## config.mk

```make
export PLATFORM = sky130hd
export DESIGN_NAME = rec_play_ctrl_flat
export DESIGN_NICKNAME = d
export VERILOG_FILES = /design/src/rtl/rec_play_ctrl_pkg.sv /design/src/rtl/rec_play_ctrl_if.sv /design/src/rtl/rec_play_ctrl_sample_tick_gen.sv /design/src/rtl/rec_play_ctrl.sv /design/src/flat_wrapper.sv
export SDC_FILE = /design/constraint.sdc
export NUM_CORES = 1
export LEC_CHECK = 0
export ABC_CLOCK_PERIOD_IN_PS = 4200
export BUFFER_PORTS_ARGS = -buffer_cell sky130_fd_sc_hd__buf_2
export CAP_MARGIN = 10
export CORE_MARGIN = 2
export CORE_UTILIZATION = 62
export CTS_CLUSTER_SIZE = 40
export DETAILED_ROUTE_END_ITERATION = 10
export PLACE_DENSITY = 0.81
export SYNTH_ARGS = -nofsm -noshare
export SYNTH_HDL_FRONTEND = slang
export SYNTH_HIERARCHICAL = 1
export SYNTH_SLANG_ARGS = --single-unit
export TNS_END_PERCENT = 10
```

## constraint.sdc

```tcl
create_clock -name clk -period 4.2 [get_ports clk]
set_clock_uncertainty 0.1 [all_clocks]
set_input_delay 0.63 -clock clk [delete_from_list [all_inputs] [get_ports clk]]
set_output_delay 0.63 -clock clk [all_outputs]
set_load 0.02 [all_outputs]
```

## src/rtl/rec_play_ctrl_pkg.sv

```systemverilog
// Shared types for the multi-slot record/playback controller.
// Sequencer states plus a width helper for slot indices.
package rec_play_pkg;

  typedef enum logic [1:0] {
    IDLE,
    RECORD,
    PLAY,
    DONE
  } state_t;

  // Index width for n items; never below one bit
  function automatic int clog2w(input int n);
    return (n <= 2) ? 1 : $clog2(n);
  endfunction

endpackage

```

## src/rtl/rec_play_ctrl_if.sv

```systemverilog
// Button front end and sample RAM bus of the record/play controller.
// master is the front end / RAM side, slave is the controller.
interface rec_play_if #(
  parameter int ADDR_W    = 16,
  parameter int NUM_SLOTS = 4
);
  import rec_play_pkg::*;

  localparam int SLOT_W = clog2w(NUM_SLOTS);

  logic                     btn_record;
  logic                     btn_play;
  logic                     btn_stop;
  logic [SLOT_W-1:0]        slot_sel;
  logic                     loop_en;
  logic                     mem_we;
  logic                     mem_re;
  logic [SLOT_W+ADDR_W-1:0] mem_addr;
  logic                     sample_tick;
  logic                     idle;
  logic                     recording;
  logic                     playing;
  logic                     done;
  logic                     err_empty;

  modport master (
    output btn_record, btn_play, btn_stop,
    output slot_sel, loop_en,
    input  mem_we, mem_re, mem_addr,
    input  sample_tick, idle, recording,
    input  playing, done, err_empty
  );

  modport slave (
    input  btn_record, btn_play, btn_stop,
    input  slot_sel, loop_en,
    output mem_we, mem_re, mem_addr,
    output sample_tick, idle, recording,
    output playing, done, err_empty
  );

endinterface

```

## src/rtl/rec_play_ctrl_sample_tick_gen.sv

```systemverilog
// Sample-rate divider: one-cycle tick every CLK_PER_SAMPLE clocks.
// Held at zero whenever en is low so each take starts phase-aligned.
module sample_tick_gen #(
  parameter int CLK_PER_SAMPLE = 2268
) (
  input  logic clk,
  input  logic reset,
  input  logic en,
  output logic tick
);

  localparam int CW = $clog2(CLK_PER_SAMPLE);
  localparam logic [CW-1:0] LAST = CW'(CLK_PER_SAMPLE - 1);

  logic [CW-1:0] cnt_q;

  assign tick = en && (cnt_q == LAST);

  // Free-run 0..LAST while enabled, clear otherwise
  always_ff @(posedge clk or posedge reset) begin
    if (reset) begin
      cnt_q <= '0;
    end else if (!en || cnt_q == LAST) begin
      cnt_q <= '0;
    end else begin
      cnt_q <= cnt_q + CW'(1);
    end
  end

endmodule

```

## src/rtl/rec_play_ctrl.sv

```systemverilog
// Multi-slot record/playback sequencer driving the sample RAM.
// Per-slot take lengths live in flops and are written on record exit.
module rec_play_ctrl
  import rec_play_pkg::*;
#(
  parameter int ADDR_W         = 16,
  parameter int NUM_SLOTS      = 4,
  parameter int CLK_PER_SAMPLE = 2268
) (
  input  logic     clk,
  input  logic     reset,
  rec_play_if.slave bus
);

  localparam int SLOT_W = clog2w(NUM_SLOTS);
  localparam int LW     = ADDR_W + 1;

  state_t            state_q;
  state_t            state_d;
  logic [SLOT_W-1:0] slot_q;
  logic [ADDR_W-1:0] ptr_q;
  logic [LW-1:0]     len_q [NUM_SLOTS];
  logic              err_q;

  logic              active;
  logic              tick;
  logic              start;
  logic              ptr_inc;
  logic              ptr_clr;
  logic              len_we;
  logic              err_set;
  logic [LW-1:0]     len_act;
  logic [LW-1:0]     len_sel;
  logic [LW-1:0]     len_rec;
  logic              last_rd;

  assign active = (state_q == RECORD) || (state_q == PLAY);

  sample_tick_gen #(
    .CLK_PER_SAMPLE(CLK_PER_SAMPLE)
  ) u_tick (
    .clk  (clk),
    .reset(reset),
    .en   (active),
    .tick (tick)
  );

  assign len_act = len_q[slot_q];
  assign len_sel = len_q[bus.slot_sel];
  assign len_rec = {1'b0, ptr_q} + LW'(tick);
  assign last_rd = ({1'b0, ptr_q} == len_act - LW'(1));

  // State register
  always_ff @(posedge clk or posedge reset) begin
    if (reset) begin
      state_q <= IDLE;
    end else begin
      state_q <= state_d;
    end
  end

  // Next-state and datapath control decode
  always_comb begin
    state_d = state_q;
    start   = 1'b0;
    ptr_inc = 1'b0;
    ptr_clr = 1'b0;
    len_we  = 1'b0;
    err_set = 1'b0;
    unique case (state_q)
      IDLE: begin
        if (bus.btn_record) begin
          state_d = RECORD;
          start   = 1'b1;
        end else if (bus.btn_play) begin
          if (len_sel != '0) begin
            state_d = PLAY;
            start   = 1'b1;
          end else begin
            err_set = 1'b1;
          end
        end
      end
      RECORD: begin
        if (bus.btn_stop || (tick && ptr_q == '1)) begin
          len_we  = 1'b1;
          state_d = DONE;
        end else if (tick) begin
          ptr_inc = 1'b1;
        end
      end
      PLAY: begin
        if (bus.btn_stop) begin
          state_d = DONE;
        end else if (tick) begin
          if (!last_rd) begin
            ptr_inc = 1'b1;
          end else if (bus.loop_en) begin
            ptr_clr = 1'b1;
          end else begin
            state_d = DONE;
          end
        end
      end
      DONE: begin
        state_d = IDLE;
      end
      default: begin
        state_d = IDLE;
      end
    endcase
  end

  // Slot latch, sample pointer, take lengths, empty-slot flag
  always_ff @(posedge clk or posedge reset) begin
    if (reset) begin
      slot_q <= '0;
      ptr_q  <= '0;
      err_q  <= 1'b0;
      for (int i = 0; i < NUM_SLOTS; i++) begin
        len_q[i] <= '0;
      end
    end else begin
      err_q <= err_set;
      if (start) begin
        slot_q <= bus.slot_sel;
        ptr_q  <= '0;
      end else if (ptr_clr) begin
        ptr_q <= '0;
      end else if (ptr_inc) begin
        ptr_q <= ptr_q + ADDR_W'(1);
      end
      if (len_we) begin
        len_q[slot_q] <= len_rec;
      end
    end
  end

  assign bus.idle        = (state_q == IDLE);
  assign bus.recording   = (state_q == RECORD);
  assign bus.playing     = (state_q == PLAY);
  assign bus.done        = (state_q == DONE);
  assign bus.err_empty   = err_q;
  assign bus.sample_tick = tick;
  assign bus.mem_we      = (state_q == RECORD) && tick;
  assign bus.mem_re      = (state_q == PLAY) && tick;
  assign bus.mem_addr    = active ? {slot_q, ptr_q} : '0;

endmodule

```

## src/flat_wrapper.sv

```systemverilog
// flat-port wrapper written by rule: the top's interface ports become plain ports
module rec_play_ctrl_flat import rec_play_pkg::*;
#(
  parameter int ADDR_W         = 16,
  parameter int NUM_SLOTS      = 4,
  parameter int CLK_PER_SAMPLE = 2268
)
  (clk, reset, bus_btn_record, bus_btn_play, bus_btn_stop, bus_slot_sel, bus_loop_en, bus_mem_we, bus_mem_re, bus_mem_addr, bus_sample_tick, bus_idle, bus_recording, bus_playing, bus_done, bus_err_empty);
  rec_play_if #(.ADDR_W(ADDR_W), .NUM_SLOTS(NUM_SLOTS)) bus_i ();
  input  logic clk;
  input  logic reset;
  input wire logic [$bits(bus_i.btn_record)-1:0] bus_btn_record;
  input wire logic [$bits(bus_i.btn_play)-1:0] bus_btn_play;
  input wire logic [$bits(bus_i.btn_stop)-1:0] bus_btn_stop;
  input wire logic [$bits(bus_i.slot_sel)-1:0] bus_slot_sel;
  input wire logic [$bits(bus_i.loop_en)-1:0] bus_loop_en;
  output wire logic [$bits(bus_i.mem_we)-1:0] bus_mem_we;
  output wire logic [$bits(bus_i.mem_re)-1:0] bus_mem_re;
  output wire logic [$bits(bus_i.mem_addr)-1:0] bus_mem_addr;
  output wire logic [$bits(bus_i.sample_tick)-1:0] bus_sample_tick;
  output wire logic [$bits(bus_i.idle)-1:0] bus_idle;
  output wire logic [$bits(bus_i.recording)-1:0] bus_recording;
  output wire logic [$bits(bus_i.playing)-1:0] bus_playing;
  output wire logic [$bits(bus_i.done)-1:0] bus_done;
  output wire logic [$bits(bus_i.err_empty)-1:0] bus_err_empty;
  assign bus_i.btn_record = bus_btn_record;
  assign bus_i.btn_play = bus_btn_play;
  assign bus_i.btn_stop = bus_btn_stop;
  assign bus_i.slot_sel = bus_slot_sel;
  assign bus_i.loop_en = bus_loop_en;
  assign bus_mem_we = bus_i.mem_we;
  assign bus_mem_re = bus_i.mem_re;
  assign bus_mem_addr = bus_i.mem_addr;
  assign bus_sample_tick = bus_i.sample_tick;
  assign bus_idle = bus_i.idle;
  assign bus_recording = bus_i.recording;
  assign bus_playing = bus_i.playing;
  assign bus_done = bus_i.done;
  assign bus_err_empty = bus_i.err_empty;
  rec_play_ctrl #(.ADDR_W(ADDR_W), .NUM_SLOTS(NUM_SLOTS), .CLK_PER_SAMPLE(CLK_PER_SAMPLE)) u_core (.clk(clk), .reset(reset), .bus(bus_i));
endmodule
```

### Yosys cells after proc, flatten, opt, wreduce, memory -nomap -nowiden

Index checks and enable logic that the tools add are counted.

* add/sub/neg operators: 4
* reductions and logical operators: 13
* magnitude comparators: 3
* multiplexer cells: 44
* equal/unequal tests: 12
* bitwise logic cells: 2

Operator list (count)
* $mux W17: 5
* $bmux W17 S2: 2
* $bwmux W68: 1
* $mux W16: 3
* $demux W17 S2: 1
* $mux W1: 20
* $mux W18: 1
* $add A16 B1 Y17: 1
* $eq A16 B17 Y1: 1
* $reduce_bool A17 Y1: 1
* $sub A17 B1 Y17 const B: 1
* $add A16 B1 Y16 const B: 1
* $eq A16 B16 Y1 const B: 1
* $mux W2: 8
* $add A12 B1 Y12 const B: 1
* $eq A12 B12 Y1 const B: 1
* $mux W12: 1
* $ne A3 B2 Y1 const B: 3
* $pmux W2 S4: 1
* $ge A3 B3 Y1 const B: 2
* $ne A3 B3 Y1 const B: 2
* $not A2 Y3: 2
* $reduce_and A6 Y1: 1
* $logic_and A1 B1 Y1: 5
* 9 further kinds: 12

* input port bits: 8
* output and inout bits: 26
* register bits: 101
* logic and storage cells: 87

### Depth between registers and ports, before layout

Gate-level depths: netlist (run 1).

* word-level depth: 13
* mapped depth: 15
* depth with buffers taken out: 12

### By module

The synthesis (run 1) kept the hierarchy.

By module, submodules not included
* rec_play_ctrl: times used 1, cells an instance 546, area an instance 5391.4 µm²
* sample_tick_gen: times used 1, cells an instance 60, area an instance 595.6 µm²

### Worst setup path after synthesis (run 1)

OpenSTA, ideal clock, no wires.

* path kind: register -> register
* from: register u_core.u_tick.cnt_q[9]
* to: register u_core/len_q[55] (netlist bit)
* arrival time: 3.481 ns
* slack: 0.482 ns
* stages on the path, launching flop included: 12
* required time: 3.963 ns
* cell sequence: dfrtp_1 or4b_1 or4b_4 nor2_1 nand3_1 nor3_1 nor2_1 nor2b_1 nor3b_1 clkbuf_1 clkbuf_1 a21oi_1

* cells in the longest elaborated chain, start to end: 6
* elaborated cells between the ends (all ways): 8

Ends and longest elaborated chain
* start, declared: RTL line rec_play_ctrl_sample_tick_gen.sv:15 `logic [CW-1:0] cnt_q;`
* start signal, assigned: RTL line rec_play_ctrl_sample_tick_gen.sv:26 `cnt_q <= cnt_q + CW'(1);`
* $eq A12 B12 Y1 (*): RTL line rec_play_ctrl_sample_tick_gen.sv:17 `assign tick = en && (cnt_q == LAST);`
* $logic_and A1 B1 Y1 (*): RTL line rec_play_ctrl_sample_tick_gen.sv:17
* named net bus_sample_tick: RTL line flat_wrapper.sv:20 `output wire logic [$bits(bus_i.sample_tick)-1:0] bus_sample_tick;`
* branches (longest 4 deep; another with $add A16 B1 Y17)
* end signal, assigned by index: RTL line rec_play_ctrl.sv:134 `len_q[slot_q] <= len_rec;`
* end, declared: RTL line rec_play_ctrl.sv:22 `logic [LW-1:0] len_q [NUM_SLOTS];`

Mark *: on every way through the listed nets, which the timed path passes.
A chain may end at the register's enable or synchronous reset.

### Worst setup path in the final report (run 1)

* from: register u_core.u_tick.cnt_q[9]
* to: register u_core/len_q[59] (netlist bit)

* cells in the longest elaborated chain, start to end: 6
* elaborated cells between the ends (all ways): 8

Ends and longest elaborated chain (RTL line)
* $eq A12 B12 Y1 (*): rec_play_ctrl_sample_tick_gen.sv:17
* $logic_and A1 B1 Y1 (*): rec_play_ctrl_sample_tick_gen.sv:17
* branches (longest 4 deep; another with $add A16 B1 Y17)

Mark *: on every way between the ends.

==> impl_results.md, run 1 <==
* Core area at 9280 sq um
* Status: complete, no violations
* Final Wtd Congestion at around 0.95
* RSZ-0062 raised after global routing: no
* Post-synth EDFFs at 0
* Initial antenna violation count at 0
* Fmax at roughly 260 MHz
* Multi-input logic area at approximately 3200 sq um
* Top cells by instance count after synthesis: dfrtp_1, nor2_1, a21oi_1
* Setup WS post-layout at around 310 ps
* Drt drc at 0
* 1st-pass router iterations at 5
* Max clock buf depth at 2
* Worst hold slack at between 150 and 200 ps
* R2r worst-path depth at 11
* Post-route minimum period at ~4000 ps
* Final cell count without fillers at ~760
* Vias at about 4800
* Input/output buffers at 33
* Vias/cell at roughly 6.3
* Top_reg_cell synth: dfrtp_1
* Max Slew Vio Count at 0
* Count leader, synth: dfrtp_1
* Fill count at between 700 and 800
* Slew HR at around a third
* CTS Sinks at 101
* CP Data Arrival Time at slightly above 4000 ps
* Crit. End Element: register
* Row cnt at 35
* Final hold vios at 0
* DR WL/cell at 19.0 microns
* Number of global-route vias before repair at 4683
* Synth top area share at between 40% and 50%
* Syn nets at between 600 and 700
* Share of layout cells above drive strength 1 at 19.1%
* Chip Height at about 100 microns
* Period utilization at between 90% and 100%
* VDD IR max at ~0.36 mV
* N_diodes at 0
* Register area share after synthesis at a little over two fifths
* Cell count after synthesis at roughly 610
* I/O pin total at 34
* Placed Cells at between 700 and 800
* Max Cap Violations at 0
* H-tree levels at 3
* Pin count of the biggest net entering global routing at 57
* DP HPWL at 10900 microns
* Clk Latency, worst-skew pair at ~380 ps
* Clock root buffer: clkbuf_8
* Required @ worst endpoint at ~4400 ps
* Net count, final at 642
* Final core utilization at 69.1%
* Mean Syn Cell Area at slightly below 10 sq um
* Post-CTS Setup Bufs at 0
* Congestion Overflow GR at 0
* TritonCTS clock tree: done
* CTS Buf Count at 9
* Worst Max-Slew Pin Slew at 1000 ps
* Placement Setup Slack at 291 ps
* Synthesis-to-layout area growth at 7.19%
* R2r startpoint: u_core/u_tick/cnt_q[9]
* Count of cell types in the netlist at 66
* Ys async rst share at 100%
* Crit path from: u_core/u_tick/cnt_q[9]
* Leakage at ~2.8 nW
* Final wirelength at between 10000 and 15000 microns
* Die W at around 100 microns
* First-pass GRT wire length at 23900 microns
* Critical Path Fanout Max at 18
* Pwr/cell area at between 600 and 700 nW/um^2
* DRT antenna net count at 0
* GRT Overall Usage at between 30 and 40%
* Syn. warnings at 6
* Initial Util at around 64%
* Type of origin of the critical path: register
* CP Class: register to register
* Worst reg2reg endpoint: u_core/len_q[59]
* Hold WC Path Type: input pin to async pin
* First-iteration detailed-routing DRC count at 251
* Reg2reg setup slack at 310 ps
* Worst-path clk slew at 90 ps
* Die area at roughly 10000 sq um
* CTS resizes at 0
* Synthesized cell area at around 6000 sq um
* TNS Setup at 0 ps
* Cell taking the most area after synthesis: dfrtp_1
* Cts hold-fix bufs at 0
* Final setup fails at 0
* Synthesized flop and latch total at approximately 100
* Reg area at between 2000 and 3000 sq um
* Area contributors post-synth: dfrtp_1, mux4_2, nor2_1
## cell type report
class | instances | share of cell area [%]
sequential | 101 | 39.4
timing repair buffer | 49 | 4.45
tap | 129 | 2.52
inverter | 14 | 0.838
multi-input combinational | 450 | 49.7
clock buffer | 11 | 2.20
clock inverter | 4 | 0.877
## where the power goes
group	internal [W]	switching, W	total, W
combinational	0.000908	0.00110	0.00200
sequential	0.00127	0.000310	0.00158
clock	0.000294	0.000337	0.000631
## sequential cells by signal, summed over array words and instances, names as in the netlist
| name | flops |
|---|---|
| u_core/ptr_q | 16 |
| u_core/len_q | 68 |
| u_core/state_q | 2 |
| u_core/u_tick/cnt_q | 12 |
| u_core/slot_q | 2 |
| u_core/bus.err_empty | 1 |
## how the worst max path moves through the flow
stage	end	slack, ps	depth (start not counted)
after floorplan	u_core/len_q[55]	480	11
after global placement	u_core/ptr_q[15]	300	11
after detailed placement	u_core/ptr_q[11]	290	10
after CTS	u_core/ptr_q[9]	220	10
after global routing	u_core/len_q[58]	70	11
final	u_core/len_q[59]	310	11
## worst max-delay path, cell delays in order (launching register included)
cell and delay (ps):
dfrtp_1 410, or4b_1 540, or4b_4 560, nor2_1 240, nand3_1 110, nor3_1 180, nor2_1 80, nor2b_1 360
nor3b_2 690, buf_4 340, nor2_1 70, a21oi_1 120
## metal layers
layer	part of all wire [%]	vias up	wire (microns)	track usage, %
met2	48	200	6960	48.9
met3	6.4	32	916	6.02
li1	-	2212	-	-
met1	42	2317	6100	40.2
met5	0	-	0	0
met4	2.9	0	412	11.2
## logic make-up after synthesis
family                   share of synthesized area, %
adder cells (fa/ha/maj)                          1.88
AND/OR/NAND/NOR                                  23.0
buffers and inverters                            4.62
XOR/XNOR                                         7.17
AO/OA/AOI/OAI                                    11.4
multiplexers                                     9.70
flip-flops                                       42.2
## placed cells by master (no fill, tap or decap), types with 7 or more instances in the layout
cell type,netlist,layout
clkbuf_8,0,10
mux4_2,16,16
and2_1,21,21
a21oi_1,62,62
or3_1,7,7
nor2_1,87,86
buf_4,0,16
buf_2,6,33
mux2_2,13,13
or4_1,9,9
nor3_1,11,11
xor2_1,16,16
inv_1,14,13
nor4_1,17,17
dfrtp_1,101,100
xnor2_1,33,33
nand3_1,22,22
ha_1,9,9
and3_1,10,10
nand2_1,28,28
nand4_1,12,12
## stage by stage
stage | instance area [sq um] | total power (W)
5_1_grt | 6420 | 0.00453
6_report | 6420 | 0.00422
3_5_place_dp | 6220 | 0.00359
2_1_floorplan | 5990 | 0.00313
4_1_cts | 6420 | 0.00423
3_3_place_gp | 6220 | 0.00350
Power figures use the tool's default switching activity.
==> inputs of run 2 (changes only) <==
==> constraint.sdc (replaced) <==
create_clock -name clk -period 4.2 [get_ports clk]
set_clock_uncertainty 0.1 [all_clocks]
set_input_delay 0.63 -clock clk [delete_from_list [all_inputs] [get_ports clk]]
set_output_delay 0.63 -clock clk [all_outputs]
set_load 0.005 [all_outputs]
==> run 2 against run 1 <==
Against the previous run: worst hold slack lost 0.92 ps; global-route usage increased by 0.26 points; utilization up 0.18 points; critical endpoint is now u_core/len_q[56].
==> impl_results.md, run 2 (synthesis results as in run 1) <==
* Status: complete, no violations
* Hold WC Path Type: input pin to async pin
* Net count, final at 642
* Cts hold-fix bufs at 0
* CP top delay family: simple AND/OR/NAND/NOR gates
* Commonest cells after routing, fill and taps aside: dfrtp_1, nor2_1, a21oi_1
* H-tree levels at 3
* Largest Register: u_core/len_q
* Switching Share at between 40% and 50%
* I/O pin total at 34
* Crit. End Element: register
* Pin count of the biggest net entering global routing at 57
* CP Class: register to register
* Worst hold slack at approximately 170 ps
* N_diodes at 0
* CP Cell Sequence: or4b_1, or4b_4, nor2_1, nand3_1, nor3_1, nor2_1, nor2b_1, nor3b_2, buf_4, nor2_1, a21oi_1
* Commonest non-fill, non-tap cell in the layout: dfrtp_1
* P_sw at between 0.0015 and 0.002 W
* Max clock buf depth at 2
* TNS Setup at 0 ps
* Slew HR at between 30 and 40%
* Row cnt at 35
* Logic gate share of total power at a little under half
* Pwr/cell area at approximately 660 nW/um^2
* TritonCTS clock tree: done
* Worst-path clk slew at approximately 100 ps
* CTS Buf Count at 9
* DP HPWL at approximately 11000 microns
* CTS resizes at 0
* Clk Latency, worst-skew pair at 380 ps
* Number of global-route vias before repair at 4704
* GRT Overall Usage at a little over 30%
* Total Power at 0.00423 W
* First-pass GRT wire length at 24000 microns
* Max Cap Violations at 0
* Int Pwr at between 0.002 and 0.0025 W
* CTS Sinks at just over 100
* Placed Cells at between 700 and 800
* Initial antenna violation count at 0
* Max Slew Vio Count at 0
* Most frequent CP cell: nor2_1
* CP Data Arrival Time at approximately 4200 ps
* Clock Power Share at about 16%
* CP max stage delay at 710 ps
* Final hold vios at 0
* Critical Path Fanout Max at 18
* Placement Setup Slack at ~250 ps
* Chip Height at about 100 microns
* Final setup fails at 0
* Final cell count without fillers at between 700 and 800
* Setup WS post-layout at approximately 220 ps
* Final wirelength at around 15000 microns
* Die area at between 10000 and 15000 sq um
* Required @ worst endpoint at 4400 ps
* Leakage at 2.76 nW
* Core area at between 9000 and 10000 sq um
* Buf+Inv Stages, Crit Path at 1
* Post-CTS Setup Bufs at 0
* Largest regs: u_core/len_q: 68 flops, u_core/ptr_q: 16 flops, u_core/u_tick/cnt_q: 12 flops
* RSZ-0062 raised after global routing: no
* Vias/cell at between 6 and 7
* Share of layout cells above drive strength 1 at 19.4%
* Max reg flops at 68
* Seq pwr share at between 30% and 40%
* Drt drc at 0
* Fill count at 727
* Die W at slightly above 100 microns
* Congestion Overflow GR at 0
* Fmax at 251 MHz
* Synthesis-to-layout area growth at 7.46%
* CP max-delay cell: nor3b_2
* Period utilization at between 90% and 100%
* DRT antenna net count at 0
* 1st-pass router iterations at 5
* Worst Max-Slew Pin Slew at 1000 ps
* VDD IR max at 0.426 mV
* Input/output buffers at 33
* Final Wtd Congestion at between 0.9 and 1
* Clock root buffer: clkbuf_8
* Vias at approximately 4900
* Initial Util at 64.5%
* Type of origin of the critical path: register
* DR WL/cell at about 19 microns
* First-iteration detailed-routing DRC count at 293
* Post-route minimum period at between 3000 and 4000 ps
## run 2: power groups by stage
| stage | Clock [W] | Combinational, W | Sequential, W |
|---|---|---|---|
| finish | 0.000658 | 0.00198 | 0.00159 |
| global route | 0.000715 | 0.00218 | 0.00162 |
| CTS | 0.000674 | 0.00198 | 0.00157 |
| detailed placement | 0 | 0.00197 | 0.00159 |
| global placement | 0 | 0.00189 | 0.00157 |
| floorplan | 0 | 0.00163 | 0.00145 |
## run 2: path summary, 6_finish.rpt
path                                         from                      to  slack [ps]  cells after the start
setup / recovery           u_core/u_tick/cnt_q[8]        u_core/len_q[56]         220                     11
hold / removal                              reset  u_core/u_tick/cnt_q[6]         170                      2
max in group asynchronous                   reset        u_core/len_q[62]        2680                      3
setup reg to reg           u_core/u_tick/cnt_q[8]        u_core/len_q[56]         220                     11
hold reg to reg            u_core/u_tick/cnt_q[0]  u_core/u_tick/cnt_q[0]         400                      1
min in group clk           u_core/u_tick/cnt_q[0]  u_core/u_tick/cnt_q[0]         400                      1
## run 2: per-layer routing
metal	up-vias	part of all wire, %	global-route usage (%)
li1	2201	-	-
met1	2399	41	39.7
met2	224	49	49.5
met3	36	6.9	6.02
met4	0	3.5	13.0
met5	-	0	0
## run 2: final cells by class
cell class / count / area (sq um) / share of cell area, %
multi-input cells: 450 / 3190 / 49.6
flip-flops and latches: 101 / 2530 / 39.3
repair buffers: 49 / 285 / 4.43
well taps: 129 / 161 / 2.51
clock buffers: 10 / 138 / 2.14
clock inverters: 6 / 76.3 / 1.19
inverters: 14 / 53.8 / 0.836
## run 2: through the flow
stage / utilization [%] / instance area (sq um)
floorplan: - / 5990
global placement: 67.0 / 6220
detailed placement: 67.0 / 6220
CTS: 69.3 / 6430
global route: 69.3 / 6430
finish: 69.3 / 6430
## run 2: worst register-to-register path: cells and delay by family (launching register included)
| family | cells | cell delay (ps) |
|---|---|---|
| buffers and inverters | 1 | 350 |
| DFF | 1 | 420 |
| and+or+nand+nor | 9 | 2900 |
| AOI/OAI and AO/OA | 1 | 130 |
